--- src/rtl/serial_tx_arbiter.sv ---
`default_nettype none
// ============================================================================
// Module   : serial_tx_arbiter
// Purpose  : Round-robin share of one MSB-first serializer between two
//            req/ack requesters, followed by a fixed inter-frame gap.
// Revision : 1.0 - initial release
// ============================================================================
module serial_tx_arbiter #(
   parameter int WIDTH = 8,
   parameter int GAP   = 1
) (
   input  logic             clk,
   input  logic             reset,
   input  logic             reqA,
   input  logic [WIDTH-1:0] dataA,
   output logic             ackA,
   input  logic             reqB,
   input  logic [WIDTH-1:0] dataB,
   output logic             ackB,
   output logic             serialOut,
   output logic             frameValid,
   output logic             frameSrc,
   output logic             done,
   output logic             busy
);

   localparam int c_cnt_w = $clog2(WIDTH);
   localparam int c_gap_w = (GAP > 0) ? $clog2(GAP + 1) : 1;
   localparam logic [c_cnt_w-1:0] c_last_bit = c_cnt_w'(WIDTH - 1);
   localparam logic [c_cnt_w-1:0] c_pre_last = c_cnt_w'(WIDTH - 2);
   localparam logic [c_gap_w-1:0] c_gap_last = (GAP > 0) ? c_gap_w'(GAP - 1) : '0;

   typedef enum logic [1:0] {
      S_IDLE  = 2'd0,
      S_SHIFT = 2'd1,
      S_GAP   = 2'd2
   } state_t;

   state_t               r_state, w_state;
   logic [WIDTH-1:0]     r_sreg, w_sreg;
   logic [c_cnt_w-1:0]   r_bit_cnt, w_bit_cnt;
   logic [c_gap_w-1:0]   r_gap_cnt, w_gap_cnt;
   logic                 r_last_src, w_last_src;
   logic                 r_frame_src, w_frame_src;
   logic                 r_serial, w_serial;
   logic                 r_valid, w_valid;
   logic                 r_done, w_done;
   logic                 r_busy, w_busy;
   logic                 r_ack_a, w_ack_a;
   logic                 r_ack_b, w_ack_b;
   logic                 w_grant_b;

   always_ff @(posedge clk) begin
      if (!reset) begin
         r_state     <= S_IDLE;
         r_sreg      <= '0;
         r_bit_cnt   <= '0;
         r_gap_cnt   <= '0;
         r_last_src  <= 1'b1;
         r_frame_src <= 1'b0;
         r_serial    <= 1'b0;
         r_valid     <= 1'b0;
         r_done      <= 1'b0;
         r_busy      <= 1'b0;
         r_ack_a     <= 1'b0;
         r_ack_b     <= 1'b0;
      end else begin
         r_state     <= w_state;
         r_sreg      <= w_sreg;
         r_bit_cnt   <= w_bit_cnt;
         r_gap_cnt   <= w_gap_cnt;
         r_last_src  <= w_last_src;
         r_frame_src <= w_frame_src;
         r_serial    <= w_serial;
         r_valid     <= w_valid;
         r_done      <= w_done;
         r_busy      <= w_busy;
         r_ack_a     <= w_ack_a;
         r_ack_b     <= w_ack_b;
      end
   end

   always_comb begin
      w_state     = r_state;
      w_sreg      = r_sreg;
      w_bit_cnt   = r_bit_cnt;
      w_gap_cnt   = r_gap_cnt;
      w_last_src  = r_last_src;
      w_frame_src = r_frame_src;
      w_serial    = 1'b0;
      w_valid     = 1'b0;
      w_done      = 1'b0;
      w_ack_a     = 1'b0;
      w_ack_b     = 1'b0;
      // On a tie the requester that did not win last time gets the link
      w_grant_b   = reqB & ~(reqA & r_last_src);

      case (r_state)
         S_IDLE: begin
            if (reqA | reqB) begin
               w_state     = S_SHIFT;
               w_sreg      = w_grant_b ? dataB : dataA;
               w_serial    = w_sreg[WIDTH-1];
               w_valid     = 1'b1;
               w_frame_src = w_grant_b;
               w_last_src  = w_grant_b;
               w_ack_a     = ~w_grant_b;
               w_ack_b     = w_grant_b;
               w_bit_cnt   = '0;
            end
         end
         S_SHIFT: begin
            w_sreg = {r_sreg[WIDTH-2:0], 1'b0};
            if (r_bit_cnt == c_last_bit) begin
               w_state   = (GAP > 0) ? S_GAP : S_IDLE;
               w_gap_cnt = '0;
            end else begin
               w_bit_cnt = r_bit_cnt + 1'b1;
               w_serial  = r_sreg[WIDTH-2];
               w_valid   = 1'b1;
               w_done    = (r_bit_cnt == c_pre_last);
            end
         end
         S_GAP: begin
            if (r_gap_cnt == c_gap_last) begin
               w_state = S_IDLE;
            end else begin
               w_gap_cnt = r_gap_cnt + 1'b1;
            end
         end
         default: begin
            w_state = S_IDLE;
         end
      endcase

      w_busy = (w_state != S_IDLE);
   end

   assign ackA       = r_ack_a;
   assign ackB       = r_ack_b;
   assign serialOut  = r_serial;
   assign frameValid = r_valid;
   assign frameSrc   = r_frame_src;
   assign done       = r_done;
   assign busy       = r_busy;

endmodule
`default_nettype wire

--- config.mk ---
export PLATFORM = sky130hd
export DESIGN_NAME = serial_tx_arbiter
export DESIGN_NICKNAME = d
export VERILOG_FILES = /design/src/rtl/serial_tx_arbiter.sv
export SDC_FILE = /design/constraint.sdc
export NUM_CORES = 1
export LEC_CHECK = 0
export ABC_CLOCK_PERIOD_IN_PS = 2850
export BUFFER_PORTS_ARGS = -buffer_cell sky130_fd_sc_hd__buf_2
export CORE_MARGIN = 5
export CORE_UTILIZATION = 53
export DETAILED_ROUTE_END_ITERATION = 8
export PLACE_DENSITY = 0.9
export SETUP_SLACK_MARGIN = 0.15
export SLEW_MARGIN = 15
export SYNTH_ARGS = -nofsm -noshare
export SYNTH_HDL_FRONTEND = slang
export SYNTH_SLANG_ARGS = --single-unit
--- constraint.sdc ---
create_clock -name clk -period 2.85 [get_ports clk]
set_input_delay 0 -clock clk [delete_from_list [all_inputs] [get_ports clk]]
set_output_delay 0 -clock clk [all_outputs]
set_load 0.01 [all_outputs]
==> reports/results.tsv <==
metric	value	unit
Reg2Reg Setup Slack	0.93	ns
hold endpoint	r_sreg[1]$_SDFFE_PN0P_	
Util after Layout	0.7275	
leak pwr	0.5332	nW
I/O pin total	27	
die extent in y	52.25	um
Yosys Warn Count	0	
routed vias/inst	5.462	
Final Hold Viols	1	
initial antenna violation count	0	
Final setup viols	0	
grt ovf	0	
Seq/Total Area, Yosys	0.4233	
Fillers	125	
power density cells	445.0	nW/um^2
slew margin rel.	0.5302	
post-placement cell count	141	
maximum VDD drop	258.0	uV
router iterations before antenna repair	4	
Total Wirelength	2157	um
crit path buf inv count	1	
gpl congestion	0.7663	
Unique masters post-synth	33	
pin count of the biggest net entering global routing	18	
Detailed Place HPWL	1420	um
drt drc	0	
synthesized area	945.9	sq um
Startpoint Class	flop	
first-pass GRT wire length	3588	um
Final ANT Viol Nets	0	
hold_sp	dataB[1]	
Final #Nets	159	
Die ar.	2730	sq um
Critical Path AT	2.10	ns
wire per inst	13.65	um
R2R cell count	4	
commonest non-fill, non-tap cells in the layout	buf_2, dfxtp_1, dlygate4sd3_1, mux2i_1, o22ai_1	
number of cells on the worst hold path	3	
FF-to-FF Start	r_last_src$_SDFFE_PN1P_	
IO buf count	26	
Die X	52.25	um
vias in the first global route	838	
slowest CP cell	a21boi_2	
post-route non-filler standard cell count	158	
Critical Path RT	3.03	ns
critical path peak fanout	11	
failing checks	hold timing	
register bit total from synthesis	20	
Worst-Margin Slew	0.7006	ns
CTS Sinks	20	
max incr delay on CP	0.57	ns
H-tree depth	1	
area of the multi-input gates	506.7	sq um
Crit path max-delay family	compound AO/OA/AOI/OAI gates	
reg2reg end	serialOut$_SDFF_PN0_	
initial drt markers	31	
area delta synth->final	31.35	%
Seq. cell area	400.4	sq um
CTS Buffer Depth	2	
Hold Slack	-0.0004814	ns
Final min period	1.924	ns
Via Count	863	
core area	1708	sq um
Worst Hold Class	primary input to flop	
Worst-Skew Late Latency	0.30	ns
Max Clock Freq	519.7	MHz
post_cts resized	0	
post-synthesis average cell area	10.06	sq um
share of layout cells above drive strength 1	0.2632	
Root Buffer Master	clkbuf_4	
worst-path cell chain	a21boi_2 > mux2i_1 > dlygate4sd3_1 > o22ai_1	
Reg clk slew, reported paths	0.10	ns
CTS tree	built	
worst setup path category	flop to flop	
status	complete, but fails checks	
RSZ-0062 raised after global routing	no	
Cells after Synth	94	
max-slew violation count	0	
Critical Path End Type	flop	
Diodes inserted	0	
crit share post-route	0.6752	
Setup TNS	0	ns
post-synthesis net count	118	
num rows	15	
commonest non-fill, non-tap cell in the layout	buf_2	
Max-Cap Viols	0	
Total Routing Usage GR	0.1770	
cts bufs inserted	3	
starting density of the core	0.5538	
clk_skew	0.004892	ns
## report_power, final
| group | switching (mW) | total [mW] | leakage (nW) | internal (mW) |
|---|---|---|---|---|
| registers | 0.0124 | 0.312 | 0.165 | 0.299 |
| clock network | 0.0795 | 0.129 | 0.0138 | 0.0493 |
| logic | 0.0528 | 0.112 | 0.355 | 0.0594 |
| total | 0.145 | 0.553 | 0.533 | 0.408 |
## layout make-up
| cell class | count | area share |
|---|---|---|
| multi-input cells | 67 | 0.4079 |
| flip-flops and latches | 20 | 0.3223 |
| repair buffers | 40 | 0.2175 |
| well taps | 25 | 0.02518 |
| clock buffers | 3 | 0.01813 |
| inverters | 3 | 0.009063 |
## cells in the mapped netlist (all sizes together)
master	instances	area (sq um)
a21boi	1	11.26
ha	4	50.05
and2	6	37.54
nand4	1	6.260
a21oi	4	23.77
nor2b	1	6.260
inv	3	11.26
nand2b	3	18.77
nor3b	1	12.51
nand3	2	10.01
buf	4	27.52
nor3	2	15.01
o21a	3	22.52
mux2i	8	80.08
a221oi	6	52.55
nor2	4	15.01
o22ai	7	43.79
or3b	1	8.760
or2	1	6.260
dfxtp	20	400.4
o211ai	1	7.510
o21bai	1	18.77
o221ai	2	17.52
and3b	1	8.760
nand2	3	11.26
o31ai	1	7.510
o21ai	3	15.01
## stage by stage
stage          power [mW]  cell area [sq um]  hold WS [ns]  setup WS (ns)
2_1_floorplan      0.3773              945.9        0.1733          1.534
3_3_place_gp       0.4043               1080        0.2707          1.392
3_5_place_dp       0.4084               1080        0.2784          1.323
4_1_cts            0.5524               1242      0.001810         0.9398
5_1_grt            0.5782               1242       0.01026         0.8127
6_report           0.5529               1242    -0.0004814         0.9257
## worst max-delay path by stage
stage | slack, ns | depth (start not counted) | from | end
final | 0.93 | 4 | r_last_src$_SDFFE_PN1P_ | serialOut$_SDFF_PN0_
after global placement | 1.39 | 3 | r_last_src$_SDFFE_PN1P_ | frameSrc$_SDFFE_PN0P_
after global routing | 0.81 | 4 | r_last_src$_SDFFE_PN1P_ | serialOut$_SDFF_PN0_
after floorplan | 1.53 | 5 | r_bit_cnt[0]$_SDFFE_PN0P_ | serialOut$_SDFF_PN0_
after detailed placement | 1.32 | 3 | r_last_src$_SDFFE_PN1P_ | frameSrc$_SDFFE_PN0P_
after CTS | 0.94 | 4 | r_last_src$_SDFFE_PN1P_ | serialOut$_SDFF_PN0_
## layer usage
metal	track usage	vias to the layer above	routed length, um
met2	0.3180	30	1079
met1	0.2120	399	917
li1	-	429	-
met3	0.01709	5	114
met5	0	-	0
met4	0.07660	0	46
## timing repair
action                     CTS  global route
buffers inserted             0             0
hold buffers                14             0
setup endpoints to repair    0             0
hold endpoints to repair     8             0
## kinds of logic (layout without fill, tap and decap cells)
group,Yosys count,count (layout),synth area share
AOI/OAI and AO/OA,29,29,0.2328
adders and majority gates,4,4,0.05291
buffers and inverters,7,46,0.04100
DFF,20,20,0.4233
muxes,8,8,0.08466
and+or+nand+nor,26,26,0.1654
## worst reg2reg max path, cell delays in order, from the launching register on
cell and delay, ns:
dfxtp_1 0.33, a21boi_2 0.57, mux2i_1 0.26, dlygate4sd3_1 0.57, o22ai_1 0.07
## flip-flops by register name (all words and copies together), names as in the netlist
register / count
ackA: 1
r_sreg: 7
r_state: 2
done: 1
r_bit_cnt: 3
ackB: 1
frameValid: 1
frameSrc: 1
r_last_src: 1
serialOut: 1
busy: 1
(Power assumes the default switching activity.)
